**src/rtl/cpu_pkg.sv**
```systemverilog
// Shared widths, ALU select encodings and the operand bundle handed to the ALU.
package cpu_pkg;

  localparam int DATA_WIDTH = 8;
  localparam int ADDR_WIDTH = 3;
  localparam int NUM_REGS   = 2 ** ADDR_WIDTH;
  localparam int SEL_WIDTH  = 3;

  localparam logic [SEL_WIDTH-1:0] SEL_FWD = 3'b000;
  localparam logic [SEL_WIDTH-1:0] SEL_ADD = 3'b001;
  localparam logic [SEL_WIDTH-1:0] SEL_AND = 3'b010;
  localparam logic [SEL_WIDTH-1:0] SEL_OR  = 3'b011;

  typedef struct packed {
    logic [DATA_WIDTH-1:0] data1;
    logic [DATA_WIDTH-1:0] data2;
    logic [SEL_WIDTH-1:0]  select;
  } operand_t;

  function automatic logic [DATA_WIDTH-1:0] twos_neg(input logic [DATA_WIDTH-1:0] v);
    return ~v + DATA_WIDTH'(1);
  endfunction

endpackage

```
**src/rtl/reg_file.sv**
```systemverilog
// Register file: two combinational read ports, one synchronous write port, async clear.
module reg_file
  import cpu_pkg::*;
#(
  parameter int DW = DATA_WIDTH,
  parameter int AW = ADDR_WIDTH,
  parameter int NR = NUM_REGS
) (
  input  logic          clk,
  input  logic          rst_n,
  input  logic [AW-1:0] rd_addr1,
  input  logic [AW-1:0] rd_addr2,
  output logic [DW-1:0] rd_data1,
  output logic [DW-1:0] rd_data2,
  input  logic          wr_en,
  input  logic [AW-1:0] wr_addr,
  input  logic [DW-1:0] wr_data
);

  logic [DW-1:0] regs [NR];

  always_ff @(posedge clk or negedge rst_n) begin
    if (!rst_n) begin
      for (int i = 0; i < NR; i++) regs[i] <= '0;
    end else if (wr_en) begin
      regs[wr_addr] <= wr_data;
    end
  end

  assign rd_data1 = regs[rd_addr1];
  assign rd_data2 = regs[rd_addr2];

endmodule

```
**src/rtl/operand_fetch_stage.sv**
```systemverilog
// Operand fetch: register read with writeback bypass, immediate/negate mux for
// operand 2, and a one-entry valid/ready output buffer toward the ALU.
//
//   state | meaning
//   EMPTY | no beat buffered, OUT_VALID=0
//   FULL  | beat buffered on DATA1/DATA2/SELECT, OUT_VALID=1
module operand_fetch_stage
  import cpu_pkg::*;
(
  input  logic                  CLK,
  input  logic                  RESET,
  input  logic                  IN_VALID,
  output logic                  IN_READY,
  input  logic [SEL_WIDTH-1:0]  OPCODE_SEL,
  input  logic [ADDR_WIDTH-1:0] READREG1,
  input  logic [ADDR_WIDTH-1:0] READREG2,
  input  logic [DATA_WIDTH-1:0] IMMEDIATE,
  input  logic                  IMM_SEL,
  input  logic                  NEG_SEL,
  input  logic [ADDR_WIDTH-1:0] WRITEREG,
  input  logic [DATA_WIDTH-1:0] WRITEDATA,
  input  logic                  WRITEENABLE,
  output logic                  OUT_VALID,
  input  logic                  OUT_READY,
  output logic [DATA_WIDTH-1:0] DATA1,
  output logic [DATA_WIDTH-1:0] DATA2,
  output logic [SEL_WIDTH-1:0]  SELECT
);

  typedef enum logic {EMPTY, FULL} state_t;

  state_t                state;
  operand_t              buf_q;
  operand_t              next_beat;
  logic [DATA_WIDTH-1:0] rf_rd1, rf_rd2;
  logic [DATA_WIDTH-1:0] rd1, rd2, src2;
  logic                  accept;

  reg_file u_reg_file (
    .clk      (CLK),
    .rst_n    (RESET),
    .rd_addr1 (READREG1),
    .rd_addr2 (READREG2),
    .rd_data1 (rf_rd1),
    .rd_data2 (rf_rd2),
    .wr_en    (WRITEENABLE),
    .wr_addr  (WRITEREG),
    .wr_data  (WRITEDATA)
  );

  // A same-cycle write wins over the stale register contents.
  assign rd1  = (WRITEENABLE && WRITEREG == READREG1) ? WRITEDATA : rf_rd1;
  assign rd2  = (WRITEENABLE && WRITEREG == READREG2) ? WRITEDATA : rf_rd2;
  assign src2 = IMM_SEL ? IMMEDIATE : rd2;

  always_comb begin
    next_beat        = '0;
    next_beat.data1  = rd1;
    next_beat.data2  = NEG_SEL ? twos_neg(src2) : src2;
    next_beat.select = OPCODE_SEL;
  end

  assign OUT_VALID = (state == FULL);
  assign IN_READY  = RESET & (~OUT_VALID | OUT_READY);
  assign accept    = IN_VALID & IN_READY;

  always_ff @(posedge CLK or negedge RESET) begin
    if (!RESET) begin
      state <= EMPTY;
      buf_q <= '0;
    end else begin
      case (state)
        EMPTY: begin
          if (accept) begin
            buf_q <= next_beat;
            state <= FULL;
          end
        end
        FULL: begin
          if (OUT_READY) begin
            if (accept) buf_q <= next_beat;
            else        state <= EMPTY;
          end
        end
        default: state <= EMPTY;
      endcase
    end
  end

  assign DATA1  = buf_q.data1;
  assign DATA2  = buf_q.data2;
  assign SELECT = buf_q.select;

endmodule

```
**config.mk**
```make
export PLATFORM = sky130hd
export DESIGN_NAME = operand_fetch_stage
export DESIGN_NICKNAME = d
export VERILOG_FILES = /design/src/rtl/cpu_pkg.sv /design/src/rtl/reg_file.sv /design/src/rtl/operand_fetch_stage.sv
export SDC_FILE = /design/constraint.sdc
export NUM_CORES = 1
export LEC_CHECK = 0
export ABC_AREA = 1
export CAP_MARGIN = 5
export CELL_PAD_IN_SITES_DETAIL_PLACEMENT = 1
export CELL_PAD_IN_SITES_GLOBAL_PLACEMENT = 1
export CORE_ASPECT_RATIO = 1.5
export CORE_MARGIN = 2
export CORE_UTILIZATION = 44
export CTS_BUF_LIST = sky130_fd_sc_hd__clkbuf_16
export CTS_CLUSTER_SIZE = 25
export DETAILED_ROUTE_END_ITERATION = 10
export PLACE_DENSITY = 0.87
export SYNTH_ARGS = -nofsm -noshare
export SYNTH_HDL_FRONTEND = slang
export SYNTH_SLANG_ARGS = --single-unit
```
**constraint.sdc**
```tcl
create_clock -name CLK -period 3.05 [get_ports CLK]
set_clock_uncertainty 0.1 [all_clocks]
set_input_delay 0.915 -clock CLK [delete_from_list [all_inputs] [get_ports CLK]]
set_output_delay 0.915 -clock CLK [all_outputs]
set_load 0.05 [all_outputs]
```
==> results.json <==
{
  "status": "completed",
  "grt_max_degree": 44,
  "n_fill_cell": 1324,
  "min_period_ns": 3.033,
  "synth_warnings": 0,
  "synth-edff-count": 0,
  "clock_latency_ns": 0.35,
  "rows": 46,
  "crit_required_ns": 3.22,
  "postPlaceCellArea_mm2": 0.005757,
  "maxCapViolations": 0,
  "synth.most_common_cell": "nand2_1",
  "worstSetupEndpointType": "flop",
  "cts_tree": "done",
  "gp_congestion": 1.019,
  "design_area_mm2": 0.006095,
  "synth_cell_types": 34,
  "cts_buffers": 9,
  "synth-compound-area-share": 0.1891,
  "synth_seq_area_share": 0.4449,
  "die_w_um": 88.61,
  "htree_levels": 3,
  "fin_crit_sh": 0.9943,
  "vias": 5239,
  "ys_seq_elements": 84,
  "synth_top_family_by_area": "simple AND/OR/NAND/NOR gates",
  "vias_per_cell": 5.841,
  "path_class": "input pin to flop",
  "drt_first_iter_violations": 375,
  "start_util": 0.4486,
  "multi_input_area_mm2": 0.002277,
  "yosys.area_share.simple": 0.2813,
  "globalRouteOverflowTotal": 0,
  "synthMuxAreaShare": 0,
  "worst_slew_pin_slew_ns": 0.6474,
  "wl_per_cell_um": 21.40,
  "seq_area_mm2": 0.002102,
  "num_io_pins": 56,
  "synthToLayoutAreaGrowth_pct": 29.00,
  "setup_viol": 0,
  "fin_cells": 897,
  "vdd_drop_max_mv": 0.3089,
  "rr_worst_depth": 15,
  "diodes": 0,
  "hold-path-cell-count": 2,
  "path_max_fanout": 4,
  "die_height_um": 130.9,
  "slew_headroom": 0.5674,
  "synth_nets": 692,
  "cts-root-buf": "clkbuf_16",
  "fin_nets": 785,
  "wl_um": 19200,
  "dp_cells": 881,
  "cts.clk_slew.worst_paths_ns": 0.06,
  "track_usage": 0.3428,
  "synth_top_area_cell": "dfrtp_1",
  "synth_area_leaders": "dfrtp_1 44%, nand2_1 16%, o21ai_0 12%, nand3_1 6.5%, inv_1 3.4%",
  "synth_flop_cell": "dfrtp_1",
  "hold_violations": 0,
  "clockBufferDepth": 2,
  "synth_top_area_share": 0.4449,
  "cp-start-kind": "input pin",
  "grt_pass1_wl_um": 29330,
  "dp_hpwl_um": 13650,
  "timing.fmax_mhz": 329.7,
  "syn_avg_cell_area_um2": 7.202,
  "ant_nets": 0,
  "dr.pass1.iters": 5,
  "syn_area_mm2": 0.004725,
  "synth_common_cells": "202 x nand2_1, 114 x o21ai_0, 84 x dfrtp_1, 61 x nand3_1, 43 x inv_1",
  "route.detailed.drc": 0,
  "fin_setup_tns_ns": 0,
  "drive_gt1_frac": 0.1381,
  "cts.sinks": 84,
  "grt_pass1_vias": 5633,
  "coreArea_mm2": 0.01053,
  "maxSlewViolCount": 0,
  "antenna_found_initial": 0,
  "p_leak_nw": 2.959,
  "syn_inst": 656,
  "dieArea_mm2": 0.01160,
  "synth_xor_area_frac": 0.003708,
  "synth_fa_ha_area_frac": 0.002648,
  "critPathArrivalTime_ns": 3.20,
  "finalHoldWorstSlack_ns": 0.3766,
  "post-route-util": 0.5786,
  "p_per_area_mw_per_mm2": 609.7,
  "io_buffers": 55,
  "cts_hold_buf": 0,
  "synth-async-reset-ratio": 1.000,
  "hp-class": "flop to flop"
}
## through the flow
stage | power [mW] | setup WS, ns
global placement | 2.517 | -0.06394
finish | 3.716 | 0.01732
CTS | 3.698 | 0.004845
detailed placement | 2.595 | -0.2687
global route | 3.896 | -0.06134
floorplan | 2.119 | 0.5259
## worst max-delay path, stage by stage
cell and delay (ns):
clkdlybuf4s50_1 0.46, buf_4 0.16, inv_6 0.03, nand2_1 0.07, nand2_2 0.07, nor2_4 0.17, buf_4 0.14, nand3_1 0.07
nand2_1 0.08, inv_1 0.07, nand2_1 0.12, nand2_1 0.12, o21ai_0 0.25, nand2_1 0.09, nand2_1 0.07, nand3_1 0.12
nand2_1 0.17
## kinds of logic after synthesis
logic type	Yosys count
DFF	84
and+or+nand+nor	317
AOI/OAI and AO/OA	166
xor gates and xnor gates	2
adders and majority gates	1
buffers and inverters	86
## final timing paths
| path | end | start | slack [ns] |
|---|---|---|---|
| setup / recovery | DATA2[5]$_DFFE_PN0P_ | READREG2[2] | 0.02 |
| setup reg to reg | DATA2[6]$_DFFE_PN0P_ | u_reg_file.regs[1]$_DFFE_PN0P_ | 0.93 |
| hold / removal | DATA1[2]$_DFFE_PN0P_ | DATA1[2]$_DFFE_PN0P_ | 0.38 |
| hold reg to reg | DATA1[2]$_DFFE_PN0P_ | DATA1[2]$_DFFE_PN0P_ | 0.38 |
| min in group asynchronous | DATA1[2]$_DFFE_PN0P_ | RESET | 0.55 |
| max in group asynchronous | u_reg_file.regs[21]$_DFFE_PN0P_ | RESET | 1.29 |
## layer usage
metal | GRT usage | vias up | routed length (um)
met5 | 0 | - | 0
met4 | 0.2219 | 0 | 1195
met3 | 0.05905 | 92 | 1006
met2 | 0.6042 | 242 | 9967
met1 | 0.3717 | 2553 | 7027
li1 | - | 2352 | -
## layout make-up
class | count | share of cell area
Inverter | 49 | 0.03141
Timing Repair Buffer | 119 | 0.1743
Clock inverter | 6 | 0.009238
Clock buffer | 9 | 0.03695
Sequential cell | 84 | 0.3449
Tap cell | 144 | 0.02956
Multi-Input combinational cell | 486 | 0.3736
## flip-flops by register name, summed over array words and instances (netlist names)
| name | count |
|---|---|
| u_reg_file.regs | 64 |
| DATA1 | 8 |
| OUT_VALID | 1 |
| SELECT | 3 |
| DATA2 | 8 |
## cells in the final DEF, fill, tap and decap left out, types with 5 or more instances in the layout
master	netlist	routed
buf_4	1	63
a21oi_1	26	26
dfrtp_1	84	84
nor2_1	36	34
nand2_1	202	202
nand3_1	61	59
o211ai_1	10	10
inv_1	43	43
nand2_2	6	5
o22ai_1	10	10
clkdlybuf4s50_1	0	50
o21ai_0	114	114
clkbuf_16	0	9
nand3_2	3	5
## power by group
group,internal [mW],switching [mW]
Combinational,0.407,0.714
Clock,0.623,0.465
Sequential,1.33,0.177
## repair_timing
| action | CTS | global route |
|---|---|---|
| hold endpoints to repair | 0 | 0 |
| endpoints found under the setup margin | 1 | 6 |
| setup buffers | 0 | 1 |
| pin swaps | 0 | 2 |
| gates resized for setup | 1 | 12 |
Power figures use the tool's default switching activity.
